### config.mk
export PLATFORM = sky130hd
export DESIGN_NAME = tinydfu_boot_ctrl
export DESIGN_NICKNAME = d
export VERILOG_FILES = /design/src/rtl/tinydfu_pkg.sv /design/src/rtl/tinydfu_led_pattern.sv /design/src/rtl/tinydfu_boot_ctrl.sv
export SDC_FILE = /design/constraint.sdc
export NUM_CORES = 1
export LEC_CHECK = 0
export CORE_MARGIN = 1
export CORE_UTILIZATION = 54
export DETAILED_ROUTE_END_ITERATION = 8
export PLACE_DENSITY = 0.76
export SLEW_MARGIN = 20
export SYNTH_ARGS = -nofsm -noshare
export SYNTH_HDL_FRONTEND = slang
export SYNTH_SLANG_ARGS = --single-unit
### constraint.sdc
create_clock -name clk -period 1.9 [get_ports clk]
set_input_delay 0.19 -clock clk [delete_from_list [all_inputs] [get_ports clk]]
set_output_delay 0.19 -clock clk [all_outputs]
set_load 0.03 [all_outputs]
### src/rtl/tinydfu_pkg.sv
// Shared types and constants for the TinyDFU boot controller slice.
package tinydfu_pkg;

    // Boot controller state; also used as the LED pattern mode.
    typedef enum logic [1:0] {
        HOLD   = 2'd0,
        WAIT   = 2'd1,
        MANUAL = 2'd2,
        BOOT   = 2'd3
    } boot_state_t;

    // dfu_state encoding for dfuIDLE.
    localparam logic [7:0] DFU_STATE_IDLE = 8'h02;

endpackage

### src/rtl/tinydfu_led_pattern.sv
// Status LED pattern generator: free-running counter, idle blink and cylon.
// The pattern is decoded from registered state only (mode, counter, cylon).
module tinydfu_led_pattern
    import tinydfu_pkg::*;
#(
    parameter int NUM_LEDS       = 4,
    parameter int BLINK_BIT      = 21,
    parameter int CYLON_BIT      = 20,
    parameter bit LED_ACTIVE_LOW = 1'b1
) (
    input  logic                clk,
    input  logic                resetn,
    input  logic [1:0]          mode,
    output logic [NUM_LEDS-1:0] led
);

    localparam int POS_W = (NUM_LEDS > 1) ? $clog2(NUM_LEDS) : 1;
    localparam logic [POS_W-1:0] POS_LAST = POS_W'(NUM_LEDS - 1);

    boot_state_t         mode_st;
    logic [31:0]         led_cnt;
    logic [31:0]         led_cnt_nxt;
    logic                cylon_step;
    logic [POS_W-1:0]    cylon_pos;
    logic                cylon_up;
    logic [NUM_LEDS-1:0] pattern;

    assign mode_st     = boot_state_t'(mode);
    assign led_cnt_nxt = led_cnt + 32'd1;
    // Single-cycle enable on the edge where CYLON_BIT flips.
    assign cylon_step  = led_cnt_nxt[CYLON_BIT] ^ led_cnt[CYLON_BIT];

    // Free-running 32-bit LED timebase; never cleared by state changes.
    always_ff @(posedge clk or negedge resetn) begin
        if (!resetn) led_cnt <= '0;
        else         led_cnt <= led_cnt_nxt;
    end

    // Cylon position: parked at LED0 outside MANUAL, bounces 0..N-1..0 inside.
    always_ff @(posedge clk or negedge resetn) begin
        if (!resetn) begin
            cylon_pos <= '0;
            cylon_up  <= 1'b1;
        end else if (mode_st != MANUAL) begin
            cylon_pos <= '0;
            cylon_up  <= 1'b1;
        end else if (cylon_step && (NUM_LEDS > 1)) begin
            if (cylon_up) begin
                if (cylon_pos == POS_LAST) begin
                    cylon_up  <= 1'b0;
                    cylon_pos <= cylon_pos - 1'b1;
                end else begin
                    cylon_pos <= cylon_pos + 1'b1;
                end
            end else begin
                if (cylon_pos == '0) begin
                    cylon_up  <= 1'b1;
                    cylon_pos <= cylon_pos + 1'b1;
                end else begin
                    cylon_pos <= cylon_pos - 1'b1;
                end
            end
        end
    end

    // Active-high pattern per mode; polarity applied at the output.
    always_comb begin
        pattern = '0;
        case (mode_st)
            WAIT:    pattern[0] = led_cnt[BLINK_BIT];
            MANUAL:  pattern    = NUM_LEDS'(1) << cylon_pos;
            BOOT:    pattern    = '1;
            default: pattern    = '0;
        endcase
    end

    assign led = LED_ACTIVE_LOW ? ~pattern : pattern;

endmodule

### src/rtl/tinydfu_boot_ctrl.sv
// Boot/reset controller: holds the DFU core in reset, runs the auto-boot
// countdown, latches the boot image and drives the status LEDs.
module tinydfu_boot_ctrl
    import tinydfu_pkg::*;
#(
    parameter int         RESET_CYCLES   = 65535,
    parameter int         BOOT_TIMEOUT   = 60000000,
    parameter int         NUM_LEDS       = 4,
    parameter bit         LED_ACTIVE_LOW = 1'b1,
    parameter int         BLINK_BIT      = 21,
    parameter int         CYLON_BIT      = 20,
    parameter int         NUM_IMAGES     = 2,
    parameter logic [7:0] DFU_IDLE       = DFU_STATE_IDLE,
    parameter bit         REARM          = 1'b0,
    localparam int        IMG_W          = (NUM_IMAGES > 1) ? $clog2(NUM_IMAGES) : 1
) (
    input  logic                clk,
    input  logic                resetn,
    input  logic [7:0]          dfu_state,
    input  logic                dfu_detach,
    input  logic                btn_stay,
    input  logic [IMG_W-1:0]    img_sel,
    output logic                core_reset,
    output logic                boot_req,
    output logic [IMG_W-1:0]    boot_image,
    output logic                auto_armed,
    output logic [NUM_LEDS-1:0] led
);

    localparam int HOLD_W = (RESET_CYCLES > 1) ? $clog2(RESET_CYCLES) : 1;
    localparam int TMO_W  = (BOOT_TIMEOUT > 1) ? $clog2(BOOT_TIMEOUT) : 1;
    localparam logic [HOLD_W-1:0] HOLD_LAST = HOLD_W'(RESET_CYCLES - 1);
    localparam logic [TMO_W-1:0]  TMO_LOAD  = TMO_W'(BOOT_TIMEOUT - 1);

    boot_state_t       state;
    logic [HOLD_W-1:0] hold_cnt;
    logic [TMO_W-1:0]  countdown;
    logic [IMG_W-1:0]  img_clamped;
    logic              cancel;
    logic [1:0]        led_mode;

    // Out-of-range image requests fall back to image 0.
    assign img_clamped = (int'(img_sel) >= NUM_IMAGES) ? '0 : img_sel;
    assign cancel      = (dfu_state > DFU_IDLE) || btn_stay;
    assign led_mode    = state;

    // Boot FSM with hold counter, countdown and image latch; outputs registered.
    always_ff @(posedge clk or negedge resetn) begin
        if (!resetn) begin
            state      <= HOLD;
            hold_cnt   <= '0;
            countdown  <= '0;
            core_reset <= 1'b1;
            boot_req   <= 1'b0;
            boot_image <= '0;
            auto_armed <= 1'b0;
        end else begin
            case (state)
                HOLD: begin
                    if (hold_cnt == HOLD_LAST) begin
                        state      <= WAIT;
                        core_reset <= 1'b0;
                        countdown  <= TMO_LOAD;
                        auto_armed <= 1'b1;
                    end else begin
                        hold_cnt <= hold_cnt + 1'b1;
                    end
                end
                WAIT: begin
                    // Detach beats cancel, cancel beats expiry.
                    if (dfu_detach || (!cancel && countdown == '0)) begin
                        state      <= BOOT;
                        boot_req   <= 1'b1;
                        boot_image <= img_clamped;
                        auto_armed <= 1'b0;
                    end else if (cancel) begin
                        state      <= MANUAL;
                        auto_armed <= 1'b0;
                    end else begin
                        countdown <= countdown - 1'b1;
                    end
                end
                MANUAL: begin
                    if (dfu_detach) begin
                        state      <= BOOT;
                        boot_req   <= 1'b1;
                        boot_image <= img_clamped;
                    end else if (REARM && dfu_state == DFU_IDLE && !btn_stay) begin
                        state      <= WAIT;
                        countdown  <= TMO_LOAD;
                        auto_armed <= 1'b1;
                    end
                end
                BOOT: begin
                    state <= BOOT;
                end
                default: state <= HOLD;
            endcase
        end
    end

    tinydfu_led_pattern #(
        .NUM_LEDS       (NUM_LEDS),
        .BLINK_BIT      (BLINK_BIT),
        .CYLON_BIT      (CYLON_BIT),
        .LED_ACTIVE_LOW (LED_ACTIVE_LOW)
    ) u_led (
        .clk    (clk),
        .resetn (resetn),
        .mode   (led_mode),
        .led    (led)
    );

endmodule

* Word level (Yosys, flattened, before mapping)
Cells that the tools add are included.
Cells by class: bitwise logic cells 3, multiplexer cells 31, reductions and logical operators 16, add/sub/neg operators 5, order comparisons 1, eq/ne operators 12, shift-type cells 1
Operators with widths (count):
- 2-to-1 mux 26 bit | 3
- one-hot mux 26 bit (2 select lines) | 1
- adder 32 x 1 -> 32 bit (second input constant) | 1
- logical NOT 26 bit | 1
- subtractor 26 x 1 -> 26 bit (second input constant) | 1
- 2-to-1 mux 2 bit | 9
- adder 16 x 1 -> 16 bit (second input constant) | 1
- == test 16 bit (second input constant) | 1
- 2-to-1 mux 1 bit | 12
- inequality test 2 bit (second input constant) | 6
- AND reduction 3 bit | 3
- > comparator 8 x 2 -> 1 bit (second input constant) | 1
- one-hot mux 2 bit (4 select lines) | 1
- == test 2 bit (second input constant) | 3
- one-hot mux 1 bit (2 select lines) | 3
- one-hot mux 3 bit (2 select lines) | 1
- nonzero test 2 bit | 3
- logical NOT 2 bit | 2
- NOT 4 bit | 1
- AND reduction 2 bit | 2
- AND reduction 4 bit | 1
- << shifter 1 x 2 -> 4 bit (first input constant) | 1
- inequality test 3 bit (second input constant) | 1
- one-hot mux 1 bit (3 select lines) | 1
- 8 further kinds | 9
Word-level totals: input port bits 13, bits in registers 83, word-level logic and storage cells 79, output and inout port bits 8

* Depth between registers and ports, before layout
word-level depth 7, gate-level depth with buffers 8

* By module
Synthesis repeated with hierarchy kept, for this count alone.
Unflattened totals: cell total of the unflattened synthesis 365, area total of the unflattened synthesis 3747.3 µm²
Modules (own cells, without submodules):
- tinydfu_boot_ctrl | area each 2582.5 µm², cells an instance 262, instances 1
- tinydfu_led_pattern | area each 1164.9 µm², cells an instance 103, instances 1

* Worst setup path before layout
Ideal clock, no wire load.
path kind register to register, start point register countdown[5], end point register countdown[15], stages on the path, launching flop included 6, setup time 131 ps, setup slack -181 ps, data arrival time 1950 ps, buffers on the path 0, clock period less this slack 2081 ps, path through dfrtp_1 or4_4 nor3_4 o2111ai_4 o31a_1 or3_1
Between the ends: longest elaborated chain between the ends 5, elaborated cells between the ends (all ways) 9, classes of those cells 1 x add/sub; 1 x eq/ne; 3 x mux; 4 x reduce/logical
Ends and longest elaborated chain:
- start, declared | RTL line tinydfu_boot_ctrl.sv:37 | logic [TMO_W-1:0] countdown;
- start signal, assigned | RTL line tinydfu_boot_ctrl.sv:80 | countdown <= countdown - 1'b1;
- parallel branches: the longest is 5 deep, another holds subtractor 26 x 1 -> 26 bit
Parallel ways; which one is timed is not known. The select of a mux whose other input is x is not followed. A chain may end at the register's enable or synchronous reset.

* Final worst setup path
start point register countdown[8], end point register countdown[15]
Same word-level chain as after synthesis.

==> metrics.yaml <==
fin_setup_tns_ns: -4.460
cp.arrival_ns: 2.41
switching_share_pct: 22.71
async_flop_share_pct: 100.0
leakage_uw: 0.002094
wirelength_um: 7965
synth_top_area_share_pct: 48.68
num_vias: 2939
violations: "DRC, setup timing"
grt.overflow.total: 0
grt_pass1_wl_um: 13480
power_density_nw_per_um2: 580.0
p_total_uw: 2772
ys_types: 59
drv_cap: 0
first_global_vias: 2982
die_x_um: 84.21
final_util_pct: 74.42
numPortBuffers: 20
synth_area_per_cell_um2: 10.70
ys_seq_area_share_pct: 50.12
start_kind: "register"
start_util_pct: 56.83
worst-r2r-setup-slack_ns: -0.29
max_slew_margin_pct: 72.23
wl_per_cell_um: 15.50
cp_slowest_stage_delay_ns: 0.56
yosysMostFrequentCell: "dfrtp_1"
seq_power_share_pct: 56.3
fin_worst_skew_ns: 0.009530
timing.final.crit_share_pct: 115.1
place_congestion: 0.8234
die-height_um: 84.21
synth_edf_count: 0
rsz0062_at_grt: "yes"
crit_family: "simple AND/OR/NAND/NOR gates"
synthTopCellsByCount: "71 x dfrtp_1, 27 x nand2_1, 21 x xor2_1"
clk_pin_slew_ns: 0.08
crit_path_end_kind: "register"
syn_nets: 359
cts_tree: "done"
ios: 21
synth_cells: 341
numCtsBuffers: 9
routed_via_density: 5.718
ir_drop_mv: 0.5128
drt_first_pass_iters: 6
path_class: "register to register"
fmax_ghz: 0.4574
grt_max_degree: 74
crit_buf_inv: 1
clkLatencyLatePin_ns: 0.35
clkPwrFrac_pct: 40.2
worstHoldPathType: "primary input to async pin"
status: "finished with violations"
ys_top_cells_by_area: "dfrtp_1 49%, xor2_1 5.0%, xnor2_1 4.8%"
grt_antenna_before_repair: 0
holdWs_ns: 0.4017
cp_max_fo: 7
yosysWarnings: 0
synth-seq-cells: 73
crit_required_ns: 2.13
slowest_stage: "or4_4"
synth_largest_area_cell: "dfrtp_1"
dp_slack_ns: -0.4016
period_needed_ns: 2.186
first_iter_violations: 133
cts_root_buf: "clkbuf_8"
core_area_um2: 6422
pwr-share-comb_pct: 3.5
grtUsageTotal_pct: 24.23
ctsHtreeMaxLevel: 3
nNetsFinal: 450
rows: 29
syn_area_um2: 3650
cts_max_path_buffers: 2
slew_violations: 0
n_fill_cell: 434
critical_path.cell_chain: "or4_4 -> buf_6 -> nor3_4 -> o2111ai_4 -> o31a_1 -> or3_1"
timing.final.ws_setup_ns: -0.2863
drive_gt1_share_pct: 29.52
n_antenna_cell: 0
cts.sinks: 73
finalSetupViolCount: 29
dp_hpwl_um: 5446
internal_power_uw: 2143
worst_pin_slew_ns: 0.4166
die_area_um2: 7091
area_growth_syn_to_layout_pct: 30.96
drc_errors: 4
synth-main-ff-cell: "dfrtp_1"
switchingPower_uw: 629.5
ant_nets: 0
hold_violations: 0
[layout make-up]
class	count	area (um2)	area share [%]
multi-input combinational	250	1878	39.29
clock inverter	4	27.53	0.5759
inverter	9	33.78	0.7068
clock buffer	12	155.1	3.246
tap	77	96.34	2.016
timing repair buffer	89	758.2	15.86
sequential	73	1831	38.30
[flip-flops by register name, summed over array words and instances (netlist names)]
signal,cells
hold_cnt,16
auto_armed,1
led_mode,2
u_led.cylon_up,1
core_reset,1
countdown,26
boot_image,1
u_led.led_cnt,22
boot_req,1
u_led.cylon_pos,2
[metal layers]
metal	part of all wire, %	wire, um	track usage (%)
met2	49	3939	39.72
met1	44	3514	30.74
met5	0	0	0
met3	3.8	303	4.621
met4	2.6	208	12.85
[final timing paths]
check | from | endpoint | cells after the start
max in group asynchronous | resetn | u_led.cylon_up | 3
worst max-delay path | countdown[8] | countdown[15] | 6
worst max register to register | countdown[8] | countdown[15] | 6
min in group clk | img_sel | boot_image | 3
worst min register to register | u_led.led_cnt[19] | u_led.led_cnt[19] | 1
worst min-delay path | resetn | boot_image | 3
[power by group through the flow]
stage               clock network (uW)  logic, uW  registers (uW)
detailed placement                   0       94.4            1590
finish                            1110       96.5            1560
global placement                     0       93.0            1590
CTS                               1140       96.6            1560
global route                      1200        106            1560
floorplan                            0       10.3            1600
[tightest hold or removal path, stage by stage]
cell and delay (ns):
dlygate4sd3_1 0.53, buf_2 0.13, buf_12 0.32
[per-stage QoR]
stage	instance area, um2	std cells
6_report	4780	514
4_1_cts	4686	510
2_1_floorplan	3679	341
3_5_place_dp	4384	489
5_1_grt	4780	514
3_3_place_gp	4384	489
[cell families after synthesis]
family	Yosys count	synth area share, %
compound gates	60	12.00
xor+xnor	41	9.839
fa+ha+maj	5	1.714
buf+inv	18	2.605
flops	73	50.12
mux	2	0.5485
simple gates	142	23.17
[what timing repair did]
item	4_1_cts	5_1_grt
pin swaps	11	15
setup buffers	5	4
endpoints found under the hold margin	71	0
setup endpoints to repair	32	37
hold buffers	1	0
gates resized for setup	23	17
[layout by cell type, fill, tap and decap left out, types with 8 or more instances in the layout]
cell type,Yosys,final
xor2_1,21,21
and4_1,8,8
dfrtp_1,71,70
nor3_1,14,10
o21ai_0,13,11
buf_4,1,59
nand2_1,27,27
nand3_1,20,18
clkdlybuf4s50_1,0,15
xnor2_1,20,20
inv_1,9,9
clkbuf_8,0,11
nor2_1,18,15
No activity file was read; power rests on OpenSTA's default activity.
